**config.mk**
```make
export PLATFORM = sky130hd
export DESIGN_NAME = isp_counter_bank
export DESIGN_NICKNAME = d
export VERILOG_FILES = /design/src/rtl/isp_counter_pkg.sv /design/src/rtl/isp_counter_chan.sv /design/src/rtl/isp_counter_bank.sv
export SDC_FILE = /design/constraint.sdc
export NUM_CORES = 1
export LEC_CHECK = 0
export BUFFER_PORTS_ARGS = -buffer_cell sky130_fd_sc_hd__buf_2
export CAP_MARGIN = 25
export CORE_MARGIN = 2
export CORE_UTILIZATION = 55
export CTS_BUF_LIST = sky130_fd_sc_hd__clkbuf_4
export DETAILED_ROUTE_END_ITERATION = 8
export GPL_TIMING_DRIVEN = 0
export PLACE_DENSITY = 0.76
export SETUP_SLACK_MARGIN = 0.05
export SYNTH_ARGS = -nofsm -noshare
export SYNTH_HDL_FRONTEND = slang
export SYNTH_SLANG_ARGS = --single-unit
```
**constraint.sdc**
```tcl
create_clock -name clk -period 3.4 [get_ports clk]
set_clock_uncertainty 0.15 [all_clocks]
set_input_delay 0.34 -clock clk [delete_from_list [all_inputs] [get_ports clk]]
set_output_delay 0.34 -clock clk [all_outputs]
set_load 0.02 [all_outputs]
```
**src/rtl/isp_counter_pkg.sv**
```systemverilog
// isp_counter_pkg: register map, CTRL/STATUS bit positions and mode encodings
package isp_counter_pkg;
    localparam logic [1:0] REG_CTRL    = 2'd0;
    localparam logic [1:0] REG_COUNT   = 2'd1;
    localparam logic [1:0] REG_COMPARE = 2'd2;
    localparam logic [1:0] REG_STATUS  = 2'd3;
    localparam int CTRL_EN        = 0;
    localparam int CTRL_DIR       = 1;
    localparam int CTRL_MODE      = 2;
    localparam int CTRL_IRQ_MATCH = 4;
    localparam int CTRL_IRQ_OVF   = 5;
    localparam int CTRL_W         = 6;
    localparam int STAT_MATCH = 0;
    localparam int STAT_OVF   = 1;
    typedef enum logic [1:0] {
        MODE_FREE       = 2'd0,
        MODE_MODULO     = 2'd1,
        MODE_ONESHOT    = 2'd2,
        MODE_FREE_ALIAS = 2'd3
    } mode_e;
endpackage

```
**src/rtl/isp_counter_chan.sv**
```systemverilog
// isp_counter_chan: one counter channel with CTRL/COUNT/COMPARE/STATUS and step logic
module isp_counter_chan
    import isp_counter_pkg::*;
#(
    parameter int BITS = 16
) (
    input  logic              clk,
    input  logic              reset,
    input  logic              wr_ctrl,
    input  logic              wr_count,
    input  logic              wr_compare,
    input  logic              wr_status,
    input  logic [BITS-1:0]   wmask,
    input  logic [BITS-1:0]   wdata,
    input  logic [BITS-1:0]   la_write,
    input  logic [BITS-1:0]   la_input,
    output logic [CTRL_W-1:0] ctrl,
    output logic [BITS-1:0]   count,
    output logic [BITS-1:0]   compare,
    output logic [1:0]        status,
    output logic              irq
);
    function automatic logic [BITS-1:0] merge(input logic [BITS-1:0] old, input logic [BITS-1:0] nw,
                                              input logic [BITS-1:0] m);
        return (old & ~m) | (nw & m);
    endfunction
    logic dir, la_load, step, at_cmp, at_zero, at_max, os_done;
    mode_e mode;
    logic [BITS-1:0] inc, cnt_next;
    logic [1:0] set, clr;
    assign dir     = ctrl[CTRL_DIR];
    assign mode    = mode_e'(ctrl[CTRL_MODE +: 2]);
    assign la_load = |la_write;
    assign step    = ctrl[CTRL_EN] & ~wr_count & ~la_load;
    assign at_cmp  = count == compare;
    assign at_zero = count == '0;
    assign at_max  = &count;
    assign inc     = dir ? count - BITS'(1) : count + BITS'(1);
    assign clr     = wr_status ? wdata[1:0] & wmask[1:0] : 2'b00;
    assign irq     = (status[STAT_MATCH] & ctrl[CTRL_IRQ_MATCH]) | (status[STAT_OVF] & ctrl[CTRL_IRQ_OVF]);
    always_comb begin
        cnt_next = inc;
        set      = '0;
        os_done  = 1'b0;
        if (mode == MODE_MODULO) begin
            cnt_next        = dir ? (at_zero ? compare : inc) : (at_cmp ? '0 : inc);
            set[STAT_MATCH] = dir ? at_zero : at_cmp;
        end else if (mode == MODE_ONESHOT && at_cmp) begin
            cnt_next        = count;
            set[STAT_MATCH] = 1'b1;
            os_done         = 1'b1;
        end else begin
            set[STAT_OVF]   = dir ? at_zero : at_max;
            set[STAT_MATCH] = at_cmp;
        end
    end
    always_ff @(posedge clk) begin
        if (reset) begin
            ctrl    <= '0;
            count   <= '0;
            compare <= '1;
            status  <= '0;
        end else begin
            ctrl    <= wr_ctrl ? (ctrl & ~wmask[CTRL_W-1:0]) | (wdata[CTRL_W-1:0] & wmask[CTRL_W-1:0])
                     : (step & os_done) ? ctrl & ~(CTRL_W'(1) << CTRL_EN) : ctrl;
            count   <= wr_count ? merge(count, wdata, wmask)
                     : la_load ? merge(count, la_input, la_write)
                     : step ? cnt_next : count;
            compare <= wr_compare ? merge(compare, wdata, wmask) : compare;
            status  <= (status & ~clr) | (step ? set : 2'b00);
        end
    end
endmodule

```
**src/rtl/isp_counter_bank.sv**
```systemverilog
// isp_counter_bank: bus decode, one-wait-state handshake, read mux and irq over counter channels
module isp_counter_bank
    import isp_counter_pkg::*;
#(
    parameter int BITS     = 16,
    parameter int CHANNELS = 4
) (
    input  logic                     clk,
    input  logic                     reset,
    input  logic                     valid,
    output logic                     ready,
    input  logic [7:0]               addr,
    input  logic [3:0]               wstrb,
    input  logic [BITS-1:0]          wdata,
    output logic [BITS-1:0]          rdata,
    input  logic [BITS-1:0]          la_write,
    input  logic [BITS-1:0]          la_input,
    output logic [BITS-1:0]          count,
    output logic [CHANNELS*BITS-1:0] count_flat,
    output logic                     irq
);
    logic commit, is_wr, unused_ok;
    logic [3:0] ch;
    logic [1:0] rs;
    logic [BITS-1:0] wmask, rd;
    logic [CTRL_W-1:0] ctrl_a [CHANNELS];
    logic [BITS-1:0] cnt_a [CHANNELS];
    logic [BITS-1:0] cmp_a [CHANNELS];
    logic [1:0] st_a [CHANNELS];
    logic [CHANNELS-1:0] irq_v;
    assign commit    = valid & ~ready;
    assign is_wr     = |wstrb;
    assign ch        = addr[7:4];
    assign rs        = addr[3:2];
    assign unused_ok = ^addr[1:0];
    assign count     = cnt_a[0];
    assign irq       = |irq_v;
    always_comb begin
        for (int k = 0; k < BITS; k++) wmask[k] = wstrb[k/8];
    end
    for (genvar n = 0; n < CHANNELS; n++) begin : g_chan
        logic hit;
        assign hit = commit & is_wr & (ch == 4'(n));
        isp_counter_chan #(.BITS(BITS)) u_chan (
            .clk        (clk),
            .reset      (reset),
            .wr_ctrl    (hit && rs == REG_CTRL),
            .wr_count   (hit && rs == REG_COUNT),
            .wr_compare (hit && rs == REG_COMPARE),
            .wr_status  (hit && rs == REG_STATUS),
            .wmask      (wmask),
            .wdata      (wdata),
            .la_write   (n == 0 ? la_write : '0),
            .la_input   (la_input),
            .ctrl       (ctrl_a[n]),
            .count      (cnt_a[n]),
            .compare    (cmp_a[n]),
            .status     (st_a[n]),
            .irq        (irq_v[n])
        );
        assign count_flat[n*BITS +: BITS] = cnt_a[n];
    end
    always_comb begin
        rd = '0;
        for (int i = 0; i < CHANNELS; i++)
            if (ch == 4'(i))
                rd = rs == REG_CTRL ? BITS'(ctrl_a[i]) : rs == REG_COUNT ? cnt_a[i]
                   : rs == REG_COMPARE ? cmp_a[i] : BITS'(st_a[i]);
    end
    always_ff @(posedge clk) begin
        if (reset) begin
            ready <= 1'b0;
            rdata <= '0;
        end else begin
            ready <= commit;
            if (commit) rdata <= rd;
        end
    end
endmodule

```
; ---- Word-level counts from Yosys, hierarchy flattened
; Cells that the tools add are included.
[totals]
word_cells = 272
ff_bits = 177
input_bits = 63
[classes]
mux = 97
reduce_logical = 45
eq_ne = 22
n_addsub = 8
bitwise = 78
[ops]
columns = cell, n
row1 = 16-bit 2-to-1 mux, 49
row2 = 16-bit bitwise AND, 11
row3 = 16-bit bitwise OR, 9
row4 = "16-bit by 1-bit adder with 16-bit output, second input constant", 4
row5 = 16-bit == test, 4
row6 = 16-bit logical NOT, 4
row7 = 16-bit AND reduction, 4
row8 = "16-bit by 1-bit subtractor with 16-bit output, second input constant", 4
row9 = 1-bit 2-to-1 mux, 36
row10 = 16-bit NOT, 2
row11 = 6-bit bitwise AND, 5
row12 = 6-bit 2-to-1 mux, 4
row13 = 6-bit bitwise OR, 4
row14 = 1-bit bitwise AND, 23
row15 = 1-bit logical AND, 20
row16 = 2-bit 2-to-1 mux, 8
row17 = 16-bit OR reduction, 1
row18 = 2-bit nonzero test, 7
row19 = "2-bit == test, second input constant", 6
row20 = 2-bit bitwise AND, 5
row21 = "2-bit by 1-bit == test with 1-bit output, second input constant", 5
row22 = "3-bit by 1-bit != test with 1-bit output, second input constant", 3
row23 = "4-bit by 2-bit == test with 1-bit output, second input constant", 2
row24 = 2-bit NOT, 4
row25 = other kinds (11), 26

; ---- Logic depth before layout (Yosys ltp)
; Gate-level depths: netlist of the first run.
[logic_depth]
word_depth = 11
depth_mapped = 11
ltp_nobuf = 10

; ---- Hierarchy
; From an unflattened synthesis of the first run, not the netlist that was laid out.
[hier_totals]
cells_unflattened = 2234
hier_area_um2 = 16211.8
[by_module_without_submodules]
columns = module, area_each_um2, n_inst, cells_per_inst, seq_area_each_um2
row1 = isp_counter_chan at g_chan[2].u_chan ..., 3550.9, 2, 496, 800.8
row2 = isp_counter_chan at g_chan[0].u_chan ..., 3418.3, 2, 484, 800.8
row3 = isp_counter_bank, 2273.4, 1, 274, 340.3

; ---- Least setup slack after synthesis of the first run
; No wires, ideal clock.
[synth_path]
path_type = flip-flop to flip-flop
startpoint = register g_chan[0].u_chan.ctrl[1]
endpoint = register (tool-made name)
path_stages_with_launch = 12
arrival_ps = 2833
t_required_ps = 3180
path_buffers = 1
setup_slack_ps = 347
path_cell_list = dfxtp_1 -> clkbuf_1 -> inv_1 -> fa_1 -> nor2b_1 -> o2111ai_1 -> and3_1 -> nor3_1 -> xor2_1 -> a221oi_1 -> or4_1 -> a21oi_1
[synth_lines]
columns = item, line
row1 = "start, declared", isp_counter_chan.sv:17  ; output logic [CTRL_W-1:0] ctrl,
row2 = "start signal, assigned", isp_counter_chan.sv:64  ; ctrl <= wr_ctrl ? (ctrl & ~wmask[CTRL_W-1:0]) | (wdata[CTRL_W-1:0] & wmask[CTRL_W-1:0])

==> summary.md, run 1 <==
| Metric | Value |
|---|---|
| Period Utilization, post-route | 94.5% |
| Hold Path Stages | 4 |
| Worst-path clk slew | 0.17 ns |
| Netlist Area Pre-Place | 13300 µm² |
| DR vias | 15600 |
| Share of cells above drive strength 1 | 13.0% |
| CTS root buf | clkbuf_4 |
| Maxcap violations | 0 |
| CP Max Fanout | 8 |
| Post-synthesis sequential area ratio | 26.7% |
| Worst vdd ir | 0.000193 V |
| Endpoints failing setup | 0 |
| RePlAce Congestion | 1.13 |
| Avg Cell Area, Syn | 7.61 µm² |
| Pwr Density | 271 nW/µm² |
| # IOs | 161 |
| Ys flop type | dfxtp_1 |
| Starting DRT DRC Count | 2505 |
| Largest cells by area after synthesis | dfxtp_1 27%, nand2_1 7.3%, ha_1 5.3%, a21oi_1 4.4%, xor2_1 4.2% |
| Synth Register Bits | 177 |
| CP endpoint kind | flop |
| Largest net degree at the start of global routing | 22 |
| Drt drc | 0 |
| Pre-Repair DR Iteration Count | 8 |
| Synth warn | 0 |
| WP data required | 3.82 ns |
| PortBufs | 149 |
| Die height | 159 µm |
| Reg2reg path depth | 10 |
| CP startpoint kind | flop |
| Top delay family on crit path | simple AND/OR/NAND/NOR gates |
| Fin. max-slew vios | 0 |
| Post-DP HPWL | 43.5 mm |
| Unique masters post-synth | 77 |
| GR Util All Layers | 45.2% |
| EDFF count, synth | 0 |
| Fill cells | 2207 |
| Total CTS buffers | 17 |
| Area post-placement | 14400 µm² |
| TritonCTS clock tree | yes |
| Syn_nets | 1870 |
| Synth area leader | dfxtp_1 |
| DR vias/cell | 6.84 |
| Crit path time final | 3.21 ns |
| WP data arrival | 3.64 ns |
| H-tree Lvls | 4 |
| CP bufs+invs | 1 |
| Tightest Pin Transition | 1.09 ns |
| Fin area | 15000 µm² |
| Post-synth top cells | 257 x nand2_1, 177 x dfxtp_1, 120 x nor2_1 |
| Final Instance Count excl. Fillers | 2276 |
| Final number of hold-violating endpoints | 0 |
| HP Class | primary input to flop |
| Num rows | 56 |
| Nets | 2064 |
| Vias in the first global route | 14300 |
| Core area | 23600 µm² |
| Wirelength per Cell | 26.1 µm |
| Starting Density | 56.3% |
| Share of flip-flops with an asynchronous set or reset | 0% |
| GRT overflow | 0 |
| Initial antenna violation count | 2 |
| Most frequent cell after synthesis | nand2_1 |
| Placed Cells | 2215 |
| P_leak | 6.31 nW |
| Clk sinks | 177 |
| RSZ-0062 raised after global routing | yes |
| First-pass GRT wire length | 88.1 mm |
| Relative slew slack | 27.1% |
| Crit path max-delay cell type | fa_1 |
| Die footprint | 25400 µm² |
| WS Path Type | flop to flop |
| Multi-input logic area | 9140 µm² |
| Achievable Freq | 311 MHz |
| Crit-path cells | inv_1 > fa_1 > nor2b_1 > o2111ai_1 > and3_1 > nor3_1 > xor2_1 > a221oi_1 > or4_1 > a21oi_1 |
| Final wirelength | 59.4 mm |
| Routed Antenna Nets | 0 |
| Synth top area share | 26.7% |
| Syn Inst Count | 1747 |
| Clock Latency Late Sink | 0.63 ns |
| Levels on crit path | 10 |
| Layout area overhead | 13.0% |
| Maximum clock path buffer count | 2 |
| Storage cell area | 3560 µm² |
| Outcome | finished clean |
| Die boundary width | 159 µm |
| CP max stage delay | 0.49 ns |
-- area by class of cell --
| type | instances | share of cell area [%] |
|---|---|---|
| buffer | 125 | 3.71 |
| inverter | 20 | 0.500 |
| sequential | 177 | 23.7 |
| timing repair buffer | 176 | 6.79 |
| antenna | 3 | 0.0500 |
| multi-input combinational | 1424 | 60.8 |
| clock inverter | 12 | 0.733 |
| tap | 319 | 2.66 |
| clock buffer | 20 | 1.00 |
-- metrics by stage --
step / power (W) / util [%] / setup WS [ns] / setup TNS (ns) / hold slack, ns
global placement: 0.00283 / 61.1 / -0.500 / -1.60 / 0.313
CTS: 0.00400 / 63.3 / 0.00817 / 0 / 0.00305
floorplan: 0.00253 / - / 0.347 / 0 / 0.298
global route: 0.00414 / 63.6 / -0.00186 / -0.00186 / 0.0321
detailed placement: 0.00283 / 61.1 / -0.527 / -1.90 / 0.327
finish: 0.00407 / 63.6 / 0.187 / 0 / 0.0267
-- cell usage in the layout (no fill, tap or decap), types with 13 or more instances in the layout --
cell type / n
a221o_1: 14
o22ai_1: 21
nor2b_1: 23
nor2_1: 119
a221oi_1: 24
dfxtp_1: 170
clkbuf_1: 85
and3_1: 21
ha_1: 56
buf_4: 16
o21ai_0: 94
clkbuf_4: 20
nand3b_1: 66
a22oi_1: 56
inv_1: 20
nand4_1: 29
nand3_1: 46
a211oi_1: 23
xnor2_1: 52
nand2_1: 257
a32o_1: 13
a21o_1: 26
nand2b_1: 21
nor3_1: 45
buf_2: 160
a21oi_1: 117
nor4_1: 37
a31oi_1: 18
mux2i_1: 22
dlygate4sd3_1: 26
xor2_1: 63
-- tightest hold or removal path: stages --
cell      delay [ns]
buf_2           0.13
o221ai_1        0.17
a32oi_1         0.07
o31ai_1         0.07
-- layer usage --
layer | global-route usage, % | part of all wire (%) | up-vias
met5 | 0 | 0 | -
met4 | 21.0 | 5.0 | 0
met3 | 13.4 | 15 | 225
met2 | 66.9 | 42 | 1219
li1 | - | - | 6872
met1 | 60.4 | 39 | 7242
-- worst paths after layout --
| check | startpoint | end | slack [ns] |
|---|---|---|---|
| setup reg to reg | flop | flop | 0.19 |
| hold / removal | la_write[15] | flop | 0.03 |
| hold reg to reg | g_chan[2].u_chan.ctrl[4] | g_chan[2].u_chan.ctrl[4] | 0.35 |
| setup / recovery | flop | flop | 0.19 |
-- power breakdown --
| group | total [W] | switching, W | internal [W] | leakage, nW |
|---|---|---|---|---|
| Combinational | 0.000690 | 0.000468 | 0.000223 | 4.74 |
| Sequential | 0.00216 | 0.0000566 | 0.00210 | 1.44 |
| Clock | 0.00122 | 0.000833 | 0.000388 | 0.127 |
-- cell families after synthesis --
family	Yosys count	synth area share (%)
flops	177	26.7
xor+xnor	115	7.58
fa+ha+maj	60	5.87
buf+inv	146	4.75
mux	27	2.42
simple gates	715	26.8
compound gates	507	25.9
-- what timing repair did --
item / CTS / global route
setup buffers: 0 / 1
endpoints found under the hold margin: 49 / 0
hold buffers: 26 / 0
pin swaps: 0 / 0
resized for setup: 4 / 17
endpoints found under the setup margin: 12 / 27
No activity file was read; power rests on OpenSTA's default activity.
==> inputs of run 2 (changes only) <==
--- a/config.mk
+++ b/config.mk
@@ -14,6 +14,7 @@
 export GPL_TIMING_DRIVEN = 0
 export PLACE_DENSITY = 0.76
 export SETUP_SLACK_MARGIN = 0.05
+export SKIP_CTS_REPAIR_TIMING = 1
 export SYNTH_ARGS = -nofsm -noshare
 export SYNTH_HDL_FRONTEND = slang
 export SYNTH_SLANG_ARGS = --single-unit
==> constraint.sdc (replaced) <==
create_clock -name clk -period 3.4 [get_ports clk]
set_clock_uncertainty 0.15 [all_clocks]
set_input_delay 0.68 -clock clk [delete_from_list [all_inputs] [get_ports clk]]
set_output_delay 0.68 -clock clk [all_outputs]
set_load 0.02 [all_outputs]
==> run 2 against run 1 <==
Final area down 1.5%. Sequential power about the same. Critical path depth unchanged. Sequential share of layout area up 0.35 points. Via count down 0.58%. Total power down 0.67%. Routed wire length down 0.69%. Critical path type is now primary input to flop. Largest power group unchanged. Highest routed layer unchanged.
==> summary.md, run 2 (synthesized netlist as in run 1, its figures left out) <==
| Metric | Value |
|---|---|
| Tightest Pin Transition | 1.04 ns |
| WS Path Type | primary input to flop |
| Top delay family on crit path | buffers and inverters |
| Core area | 23600 µm² |
| Endpoints failing setup | 0 |
| CP startpoint | addr[5] |
| Hold Path Stages | 4 |
| Largest net degree at the start of global routing | 19 |
| Reg2Reg Launch Point | ready |
| Worst setup margin | 0.0566 ns |
| Die height | 159 µm |
| Post-DP HPWL | 43.5 mm |
| DR vias/cell | 6.87 |
| Crit path time final | 3.34 ns |
| RePlAce Congestion | 1.13 |
| Share of cells above drive strength 1 | 13.5% |
| HP Class | primary input to flop |
| Fin. max-slew vios | 0 |
| Maxcap violations | 0 |
| Reg2reg path depth | 10 |
| Grt met2 use | 65.7% |
| CP bufs+invs | 4 |
| WP data arrival | 3.77 ns |
| Final core occ | 62.7% |
| Crit path max-delay cell type | nor3_1 |
| DR vias | 15500 |
| CP endpoint kind | flop |
| Die boundary width | 159 µm |
| Layout area overhead | 11.3% |
| PortBufs | 149 |
| Clock Latency Late Sink | 0.63 ns |
| Vias in the first global route | 14100 |
| Outcome | finished clean |
| Commonest non-fill, non-tap cell in the layout | nand2_1 |
| Final number of hold-violating endpoints | 0 |
| Num rows | 56 |
| Reg2Reg Setup Slack | 0.09 ns |
| Gr busiest metal | met2 |
| Hold path start | la_write[2] |
| Nets | 2042 |
| Pwr Density | 273 nW/µm² |
| Starting Density | 56.3% |
| CP max stage delay | 0.49 ns |
| Hold WS | 0.250 ns |
| Die footprint | 25400 µm² |
| First-pass GRT wire length | 87.5 mm |
| Place WS | -0.527 ns |
| CP most frequent cell | clkbuf_1 |
| Worst vdd ir | 0.000191 V |
| Met3 Use GR | 12.7% |
| Levels on crit path | 10 |
| Worst-path clk slew | 0.17 ns |
| Maximum clock path buffer count | 2 |
| WP data required | 3.82 ns |
| TritonCTS clock tree | yes |
| Pre-Repair DR Iteration Count | 9 |
| Met1 Resource Use GR | 61.0% |
| Final wirelength | 59.0 mm |
| P_leak | 6.22 nW |
| CTS root buf | clkbuf_4 |
| Wirelength per Cell | 26.2 µm |
| GRT overflow | 0 |
| Drt drc | 0 |
| Achievable Freq | 299 MHz |
| Most frequent cells in the layout | 257 x nand2_1, 170 x dfxtp_1, 160 x buf_2 |
| CP startpoint kind | primary input |
| Total CTS buffers | 17 |
| Initial antenna violation count | 1 |
| Crit-path cells | buf_2 > clkbuf_1 > nand3_1 > nor3_1 > clkbuf_1 > a21oi_1 > or2_2 > clkbuf_1 > a211oi_1 > a21o_1 |
| Routed Antenna Nets | 0 |
| GR Util All Layers | 44.9% |
| H-tree Lvls | 4 |
| Clk sinks | 177 |
| CP Max Fanout | 10 |
| Relative slew slack | 30.5% |
| Period Utilization, post-route | 98.3% |
| Starting DRT DRC Count | 2359 |
| Power, Total | 0.00404 W |
| # IOs | 161 |
## run 2: final cells by class
type / count / area, µm²
inverters: 20 / 75.1
well taps: 319 / 399
multi-input cells: 1424 / 9150
diodes: 2 / 5.00
fillers: 2252 / 8820
flip-flops and latches: 177 / 3560
clock buffers: 20 / 150
repair buffers: 153 / 776
plain buffers: 126 / 567
clock inverters: 12 / 110
## run 2: worst reg2reg max path: cells and delay by family, from the launching register on
family,cells,cell delay (ns)
flops,1,0.34
compound gates,3,0.62
simple gates,4,1.15
buf+inv,3,1.02
## run 2: stage by stage
| stage | instance area, µm² | TNS, ns | std cells |
|---|---|---|---|
| 2_1_floorplan | 13300 | 0 | 1747 |
| 3_3_place_gp | 14400 | -10.81 | 2215 |
| 3_5_place_dp | 14400 | -12.14 | 2215 |
| 4_1_cts | 14700 | -1.80 | 2247 |
| 5_1_grt | 14800 | -0.0188 | 2252 |
| 6_report | 14800 | 0 | 2253 |
## run 2: how the worst max path moves through the flow
stage,endpoint
global route,flop
finish,flop
CTS,flop
detailed placement,flop
global placement,flop
floorplan,flop
## run 2: power by group
group | total [W] | internal (W) | switching, W | leakage [nW]
logic | 0.000668 | 0.000203 | 0.000465 | 4.65
registers | 0.00216 | 0.00210 | 0.0000562 | 1.44
clock network | 0.00122 | 0.000388 | 0.000828 | 0.127
total | 0.00404 | 0.00269 | 0.00135 | 6.22
## run 2: metal layers
metal / share of wire (%) / routed length, µm
met5: 0 / 0
met4: 5.1 / 3010
met3: 14 / 8420
met2: 41 / 24500
met1: 39 / 23100
